File: src/rtl/ctrl_bus_if.sv
// Clock/reset bundle for the multicycle controller: one side drives it, the
// controller consumes it through the central (or slave) view.
interface ctrl_bus_if;
    logic clk;
    logic rst;

    modport master  (output clk, output rst);
    modport slave   (input  clk, input  rst);
    modport central (input  clk, input  rst);
endinterface

File: src/rtl/multi_controller.sv
// Main control FSM of the multicycle MIPS core: one instruction step per clock,
// Moore-decoded datapath controls plus a retired-instruction counter.
module multi_controller #(
    parameter int COUNT_W = 32
) (
    ctrl_bus_if.central         ctrl_bus,
    input  logic [5:0]          op,
    input  logic [5:0]          funct,
    input  logic                zero,
    output logic                i_or_d,
    output logic                ireg_write_enab,
    output logic                mem_write,
    output logic                alu_srcA,
    output logic [1:0]          alu_srcB,
    output logic [2:0]          alu_ctrl_sig,
    output logic                pc_src,
    output logic                jmp,
    output logic                pc_write_enab,
    output logic                reg_dst,
    output logic                mem_to_reg,
    output logic                reg_write,
    output logic                illegal,
    output logic [COUNT_W-1:0]  inst_count,
    output logic [3:0]          state_dbg
);

    localparam logic [5:0] OP_RTYPE = 6'b000000;
    localparam logic [5:0] OP_LW    = 6'b100011;
    localparam logic [5:0] OP_SW    = 6'b101011;
    localparam logic [5:0] OP_BEQ   = 6'b000100;
    localparam logic [5:0] OP_ADDI  = 6'b001000;
    localparam logic [5:0] OP_J     = 6'b000010;

    localparam logic [5:0] FN_ADD   = 6'b100000;
    localparam logic [5:0] FN_SUB   = 6'b100010;
    localparam logic [5:0] FN_AND   = 6'b100100;
    localparam logic [5:0] FN_OR    = 6'b100101;
    localparam logic [5:0] FN_SLT   = 6'b101010;

    localparam logic [2:0] ALU_ADD  = 3'b010;
    localparam logic [2:0] ALU_SUB  = 3'b110;
    localparam logic [2:0] ALU_AND  = 3'b000;
    localparam logic [2:0] ALU_OR   = 3'b001;
    localparam logic [2:0] ALU_SLT  = 3'b111;

    typedef enum logic [3:0] {
        FETCH     = 4'd0,
        DECODE    = 4'd1,
        MEM_ADR   = 4'd2,
        MEM_RD    = 4'd3,
        MEM_WB    = 4'd4,
        MEM_WR    = 4'd5,
        EXEC      = 4'd6,
        ALU_WB    = 4'd7,
        BRANCH    = 4'd8,
        ADDI_EXEC = 4'd9,
        ADDI_WB   = 4'd10,
        JUMP      = 4'd11
    } state_t;

    logic clk;
    logic rst;
    assign clk = ctrl_bus.clk;
    assign rst = ctrl_bus.rst;

    state_t             state_reg;
    state_t             state_next;
    logic [COUNT_W-1:0] inst_count_reg;
    logic               funct_ok;
    logic               dispatch_illegal;
    logic               retire;

    logic               ireg_write_raw;
    logic               mem_write_raw;
    logic               pc_write_raw;
    logic               reg_write_raw;

    always_comb begin
        funct_ok = (funct == FN_ADD) || (funct == FN_SUB) || (funct == FN_AND) ||
                   (funct == FN_OR)  || (funct == FN_SLT);
        dispatch_illegal = 1'b1;
        case (op)
            OP_LW, OP_SW, OP_BEQ, OP_ADDI, OP_J: dispatch_illegal = 1'b0;
            OP_RTYPE:                            dispatch_illegal = !funct_ok;
            default:                             dispatch_illegal = 1'b1;
        endcase
    end

    always_comb begin
        state_next = FETCH;
        case (state_reg)
            FETCH:  state_next = DECODE;
            DECODE: begin
                case (op)
                    OP_LW, OP_SW: state_next = MEM_ADR;
                    OP_RTYPE:     state_next = funct_ok ? EXEC : FETCH;
                    OP_BEQ:       state_next = BRANCH;
                    OP_ADDI:      state_next = ADDI_EXEC;
                    OP_J:         state_next = JUMP;
                    default:      state_next = FETCH;
                endcase
            end
            // A non-memory op seen here aborts quietly rather than guessing a direction.
            MEM_ADR: begin
                if (op == OP_LW)
                    state_next = MEM_RD;
                else if (op == OP_SW)
                    state_next = MEM_WR;
                else
                    state_next = FETCH;
            end
            MEM_RD:    state_next = MEM_WB;
            EXEC:      state_next = ALU_WB;
            ADDI_EXEC: state_next = ADDI_WB;
            default:   state_next = FETCH;
        endcase
    end

    // Every retiring state is the last step of its instruction.
    assign retire = (state_reg == MEM_WB) || (state_reg == MEM_WR) ||
                    (state_reg == ALU_WB) || (state_reg == BRANCH) ||
                    (state_reg == ADDI_WB) || (state_reg == JUMP);

    always_ff @(posedge clk or posedge rst) begin
        if (rst) begin
            state_reg      <= FETCH;
            inst_count_reg <= '0;
        end else begin
            state_reg <= state_next;
            if (retire)
                inst_count_reg <= inst_count_reg + COUNT_W'(1);
        end
    end

    always_comb begin
        i_or_d         = 1'b0;
        ireg_write_raw = 1'b0;
        mem_write_raw  = 1'b0;
        alu_srcA       = 1'b0;
        alu_srcB       = 2'b00;
        alu_ctrl_sig   = 3'b000;
        pc_src         = 1'b0;
        jmp            = 1'b0;
        pc_write_raw   = 1'b0;
        reg_dst        = 1'b0;
        mem_to_reg     = 1'b0;
        reg_write_raw  = 1'b0;
        case (state_reg)
            FETCH: begin
                ireg_write_raw = 1'b1;
                alu_srcB       = 2'b01;
                alu_ctrl_sig   = ALU_ADD;
                pc_write_raw   = 1'b1;
            end
            DECODE: begin
                alu_srcB     = 2'b11;
                alu_ctrl_sig = ALU_ADD;
            end
            MEM_ADR: begin
                alu_srcA     = 1'b1;
                alu_srcB     = 2'b10;
                alu_ctrl_sig = ALU_ADD;
            end
            MEM_RD: i_or_d = 1'b1;
            MEM_WB: begin
                mem_to_reg    = 1'b1;
                reg_write_raw = 1'b1;
            end
            MEM_WR: begin
                i_or_d        = 1'b1;
                mem_write_raw = 1'b1;
            end
            EXEC: begin
                alu_srcA = 1'b1;
                case (funct)
                    FN_SUB:  alu_ctrl_sig = ALU_SUB;
                    FN_AND:  alu_ctrl_sig = ALU_AND;
                    FN_OR:   alu_ctrl_sig = ALU_OR;
                    FN_SLT:  alu_ctrl_sig = ALU_SLT;
                    default: alu_ctrl_sig = ALU_ADD;
                endcase
            end
            ALU_WB: begin
                reg_dst       = 1'b1;
                reg_write_raw = 1'b1;
            end
            // The only Mealy term: the branch is taken when the compare result is zero.
            BRANCH: begin
                alu_srcA     = 1'b1;
                alu_ctrl_sig = ALU_SUB;
                pc_src       = 1'b1;
                pc_write_raw = zero;
            end
            ADDI_EXEC: begin
                alu_srcA     = 1'b1;
                alu_srcB     = 2'b10;
                alu_ctrl_sig = ALU_ADD;
            end
            ADDI_WB: reg_write_raw = 1'b1;
            JUMP: begin
                jmp          = 1'b1;
                pc_write_raw = 1'b1;
            end
            default: ;
        endcase
    end

    // Write strobes are held low for the whole reset, not just after the edge.
    assign ireg_write_enab = ireg_write_raw & ~rst;
    assign mem_write       = mem_write_raw  & ~rst;
    assign pc_write_enab   = pc_write_raw   & ~rst;
    assign reg_write       = reg_write_raw  & ~rst;

    assign illegal    = (state_reg == DECODE) && dispatch_illegal && !rst;
    assign inst_count = inst_count_reg;
    assign state_dbg  = state_reg;

endmodule

File: src/flat_wrapper.sv
// flat-port wrapper written by rule: the top's interface ports become plain ports
module multi_controller_flat 
#(
    parameter int COUNT_W = 32
)
  (op, funct, zero, i_or_d, ireg_write_enab, mem_write, alu_srcA, alu_srcB, alu_ctrl_sig, pc_src, jmp, pc_write_enab, reg_dst, mem_to_reg, reg_write, illegal, inst_count, state_dbg, ctrl_bus_clk, ctrl_bus_rst);
  ctrl_bus_if ctrl_bus_i ();
  input  logic [5:0] op;
  input  logic [5:0] funct;
  input  logic zero;
  output logic i_or_d;
  output logic ireg_write_enab;
  output logic mem_write;
  output logic alu_srcA;
  output logic [1:0] alu_srcB;
  output logic [2:0] alu_ctrl_sig;
  output logic pc_src;
  output logic jmp;
  output logic pc_write_enab;
  output logic reg_dst;
  output logic mem_to_reg;
  output logic reg_write;
  output logic illegal;
  output logic [COUNT_W-1:0] inst_count;
  output logic [3:0] state_dbg;
  input wire logic [$bits(ctrl_bus_i.clk)-1:0] ctrl_bus_clk;
  input wire logic [$bits(ctrl_bus_i.rst)-1:0] ctrl_bus_rst;
  assign ctrl_bus_i.clk = ctrl_bus_clk;
  assign ctrl_bus_i.rst = ctrl_bus_rst;
  multi_controller #(.COUNT_W(COUNT_W)) u_core (.ctrl_bus(ctrl_bus_i), .op(op), .funct(funct), .zero(zero), .i_or_d(i_or_d), .ireg_write_enab(ireg_write_enab), .mem_write(mem_write), .alu_srcA(alu_srcA), .alu_srcB(alu_srcB), .alu_ctrl_sig(alu_ctrl_sig), .pc_src(pc_src), .jmp(jmp), .pc_write_enab(pc_write_enab), .reg_dst(reg_dst), .mem_to_reg(mem_to_reg), .reg_write(reg_write), .illegal(illegal), .inst_count(inst_count), .state_dbg(state_dbg));
endmodule
File: config.mk
export PLATFORM = sky130hd
export DESIGN_NAME = multi_controller_flat
export DESIGN_NICKNAME = d
export VERILOG_FILES = /design/src/rtl/ctrl_bus_if.sv /design/src/rtl/multi_controller.sv /design/src/flat_wrapper.sv
export SDC_FILE = /design/constraint.sdc
export NUM_CORES = 1
export LEC_CHECK = 0
export CAP_MARGIN = 20
export CORE_AREA = 2 2 62 76
export CTS_CLUSTER_SIZE = 28
export DETAILED_ROUTE_END_ITERATION = 16
export DIE_AREA = 0 0 64 78
export PLACE_DENSITY = 0.89
export SETUP_SLACK_MARGIN = 0.05
export SLEW_MARGIN = 20
export SYNTH_ARGS = -nofsm -noshare
export SYNTH_HDL_FRONTEND = slang
export SYNTH_SLANG_ARGS = --single-unit
File: constraint.sdc
create_clock -name ctrl_bus_clk -period 3.9 [get_ports ctrl_bus_clk]
set_clock_uncertainty 0.15 [all_clocks]
set_input_delay 1.17 -clock ctrl_bus_clk [delete_from_list [all_inputs] [get_ports ctrl_bus_clk]]
set_output_delay 1.17 -clock ctrl_bus_clk [all_outputs]
set_load 0.02 [all_outputs]
* Word-level counts from Yosys, hierarchy flattened
Index checks and enable logic that the tools add are counted.
** Storage, ports and cells
- Input bits :: 15
- Logic and storage cells :: 71
- Output and inout bits :: 52
- Register bits after elaboration :: 36
** Cells by class
- Muxes and demuxes :: 19
- Eq/ne operators :: 21
- Reductions and logical operators :: 23
- Bitwise gates (word level) :: 5
- Add/sub/neg operators :: 1
** Operators by type and width (count)
- == test 6 bit, second input constant :: 7
- adder 32 x 1 -> 32 bit, second input constant :: 1
- one-hot mux 4 bit (6 select lines) :: 1
- one-hot mux 4 bit (5 select lines) :: 1
- == test 4 x 3 -> 1 bit, second input constant :: 4
- == test 4 bit, second input constant :: 4
- one-hot mux 3 bit (4 select lines) :: 1
- logical OR 1 bit :: 9
- 2-to-1 mux 1 bit :: 9
- one-hot mux 3 bit (3 select lines) :: 1
- == test 4 x 2 -> 1 bit, second input constant :: 2
- OR reduction 2 bit :: 4
- OR reduction 4 bit :: 2
- == test 6 x 2 -> 1 bit, second input constant :: 1
- == test 6 x 3 -> 1 bit, second input constant :: 1
- == test 6 x 4 -> 1 bit, second input constant :: 1
- zero test 6 bit :: 1
- 2-to-1 mux 3 bit :: 2
- one-hot mux 2 bit (3 select lines) :: 1
- OR reduction 5 bit :: 1
- bitwise AND 1 bit :: 4
- == test 4 x 1 -> 1 bit, second input constant :: 1
- zero test 4 bit :: 1
- 2-to-1 mux 4 bit :: 1
- 5 further kinds :: 8

* Longest topological paths before layout
- Depth after elaboration :: 9
- Mapped depth :: 7
- Depth with buffers taken out :: 5

* Worst setup path before layout
OpenSTA, ideal clock, no wires.
- Kind :: input port to output port
- Start point :: in op[0]
- End point :: out illegal
- Cell stages on the path :: 4
- Slack :: 164 ps
- Buffers on the path :: 0
- Data required time :: 2580 ps
- Data arrival time :: 2416 ps
- Path through :: or3_1 nor4_2 a21oi_1 a211oi_1
** On the way
- Cells in the longest elaborated chain, start to end :: 5
- Elaborated cells on any way between the ends :: 10
- Those cells by class :: eq/ne (5); mux (1); reduce/logical (4)
** Ends and longest elaborated chain
- from (decl) :: line flat_wrapper.sv:8 : input logic [5:0] op;
- == test 6 x 3 -> 1 bit, or another cell as far along :: line multi_controller.sv:82 : case (op)
- OR reduction 5 bit :: line multi_controller.sv:82
- one-hot mux 1 bit (2 select lines) (*) :: line multi_controller.sv:82
- logical AND 1 bit (*) (2 in series) :: line multi_controller.sv:214 : assign illegal = (state_reg == DECODE) && dispatch_illegal && !rst;
- to (decl) :: line flat_wrapper.sv:23 : output logic illegal;
Mark *: on every way between the ends. The rest lies on a longest branch, timed or not.

* Final worst setup path
- Start point :: in op[4]
- End point :: out illegal
The elaborated chain is that of the path after synthesis.

==> flow_metrics.tcl <==
set metrics [dict create \
    synth_cell_types 52 \
    antenna_found_initial 0 \
    cts_tree "built" \
    n_antenna_cell 0 \
    syn_area_um2 2080 \
    clock_latency_ns 0.29 \
    slew_headroom 0.608 \
    syn-num-nets 229 \
    maxCapViolCount 0 \
    largest_reg_flops 32 \
    syn_to_final_growth_pct 47.0 \
    ant_nets 0 \
    mostFrequentLayoutCell "clkdlybuf4s50_1" \
    cts_sinks 36 \
    max_freq_mhz 262 \
    post-route-util 0.728 \
    fin_crit_ns 3.82 \
    cp.arrival_ns 2.50 \
    crit_start "op[4]" \
    power.leakage_nw 1.42 \
    grt_pass1_wl_um 8890 \
    worstSetupStartpointType "input pin" \
    reg2reg_depth 5 \
    grt.overflow.total 0 \
    vdd_drop_max_uv 221 \
    multiInputGateArea_um2 1140 \
    layout_common_cells "49 x clkdlybuf4s50_1, 36 x dfrtp_1, 19 x xnor2_1, 19 x nand2_1" \
    setup_violations 0 \
    port_buffers 66 \
    totalWireLength_um 5330 \
    die_w_um 64 \
    worstReg2RegStart "u_core.state_dbg[2]$_DFF_PP0_" \
    synth-seq-cells 36 \
    drt_pass1_iterations 4 \
    period_share 0.978 \
    clockBufferDepth 2 \
    layout.nets 309 \
    viasPerCell 5.47 \
    critPathTopFamily "simple AND/OR/NAND/NOR gates" \
    synth-main-ff-cell "dfrtp_1" \
    max_stage_delay_ns 0.39 \
    gp_congestion 0.824 \
    power_density_nw_per_um2 377 \
    synth_edf_count 0 \
    placed_area_um2 2880 \
    drive_above_1_share 0.167 \
    rsz0062_at_grt "true" \
    first_global_vias 1981 \
    track_usage 0.224 \
    r2r_slack_ns 1.72 \
    die_area_um2 4990 \
    finalPower_mw 1.15 \
    fp.dieH_um 78 \
    worstPathRequired_ns 2.58 \
    holdCritPathClass "reg -> reg" \
    ys.warnings.count 0 \
    area.sequential_um2 901 \
    crit_type "in -> out" \
    syn_avg_cell_area_um2 9.76 \
    path_cells "dlymetal6s2s_1 > or3_4 > nor4_4 > a21oi_1 > a211oi_1 > buf_2" \
    core-area_um2 4200 \
    endpoint "illegal" \
    drtIter0Drc 85 \
    cts_made_buffers 5 \
    design_area_um2 3050 \
    initial_core_util 0.495 \
    status "finished, final reports clean" \
    routed-via-count 1913 \
    post_cts_buffers 0 \
    r2r-end "u_core.inst_count[19]$_DFFE_PP0P_" \
    hold_viol 0 \
    dpl.hpwl_um 3840 \
    max_slew.worst_pin.slew_ns 0.583 \
    critPathCaptureType "output port" \
    rows 26 \
    drv_slew 0 \
    cp.depth 6 \
    crit_fanout 2 \
    wl_per_cell_um 15.2 \
    htreeDepth 2 \
    route.detailed.drc 0 \
    synth_seq_area_share 0.433 \
    clkTransAtPathRegs_ns 0.07 \
    io_pins 67 \
    slowest_stage "or3_4" \
    grt_max_degree 37 \
    async_flop_share 1.00 \
    clockRootBuffer "clkbuf_8" \
    synthCells 213 \
    path_buf_inv 2 \
    fillerInstances 287 \
]
==> layer usage <==
metal  GRT usage  wire, um
met4       0.109       166
met1       0.256      2130
met5           0         0
met3      0.0406       239
met2       0.398      2800
==> cells in the mapped netlist (2+ instances only) <==
master,count,area [um2]
clkbuf_1,5,18.8
dfrtp_1,36,901
and2_1,4,25.0
xnor2_1,19,166
and4_4,2,22.5
nand4_1,7,43.8
or3_1,4,25.0
nor3_2,2,20.0
xor2_1,14,123
nor4_1,4,25.0
nand2_1,19,71.3
a31oi_1,3,18.8
nor3_1,11,55.1
nand3_1,5,25.0
inv_1,9,33.8
o21ai_0,3,15.0
a211oi_1,2,15.0
a21oi_1,5,25.0
nor2_1,16,60.1
and3_1,9,56.3
nor2b_2,2,17.5
nor3b_1,2,15.0
==> how the worst min path moves through the flow <==
stage	slack, ns	from	cells after the start	to
after floorplan	0.43	u_core.inst_count[31]$_DFFE_PP0P_	1	u_core.inst_count[31]$_DFFE_PP0P_
after global placement	0.31	u_core.inst_count[31]$_DFFE_PP0P_	1	u_core.inst_count[31]$_DFFE_PP0P_
after detailed placement	0.33	u_core.inst_count[31]$_DFFE_PP0P_	1	u_core.inst_count[31]$_DFFE_PP0P_
after CTS	0.34	u_core.inst_count[31]$_DFFE_PP0P_	1	u_core.inst_count[31]$_DFFE_PP0P_
after global routing	0.34	u_core.inst_count[31]$_DFFE_PP0P_	1	u_core.inst_count[31]$_DFFE_PP0P_
final	0.32	u_core.inst_count[31]$_DFFE_PP0P_	1	u_core.inst_count[31]$_DFFE_PP0P_
==> cells by family after synthesis <==
family | count (synthesis) | synth area share
AND/OR/NAND/NOR | 96 | 0.269
flip-flops | 36 | 0.433
XOR/XNOR | 34 | 0.147
AO/OA/AOI/OAI | 25 | 0.0915
buffers and inverters | 18 | 0.0385
multiplexers | 2 | 0.0102
adder cells (fa/ha/maj) | 2 | 0.0108
==> stage by stage <==
stage | worst slack [ns] | setup TNS (ns) | std cells | hold WS, ns
finish | 0.0850 | 0 | 350 | 0.325
global route | 0.00862 | 0 | 350 | 0.344
CTS | -0.161 | -0.161 | 350 | 0.337
detailed placement | -0.597 | -1.99 | 342 | 0.328
global placement | -0.582 | -1.86 | 342 | 0.311
floorplan | 0.164 | 0 | 213 | 0.432
==> what timing repair did <==
action | in CTS | in global routing
hold buffers | 0 | 0
resized for setup | 23 | 17
endpoints found under the setup margin | 7 | 5
pin swaps | 0 | 4
==> where the power goes <==
part / switching (mW) / internal (mW)
Combinational: 0.190 / 0.156
Sequential: 0.0597 / 0.395
Clock: 0.127 / 0.225
Total: 0.376 / 0.776
==> cell type report <==
type,instances,share of cell area
clock buffers,7,0.0315
flip-flops and latches,36,0.295
clock inverters,1,0.00983
well taps,56,0.0229
inverters,9,0.0111
repair buffers,82,0.256
multi-input cells,159,0.374
Power figures use the tool's default switching activity.
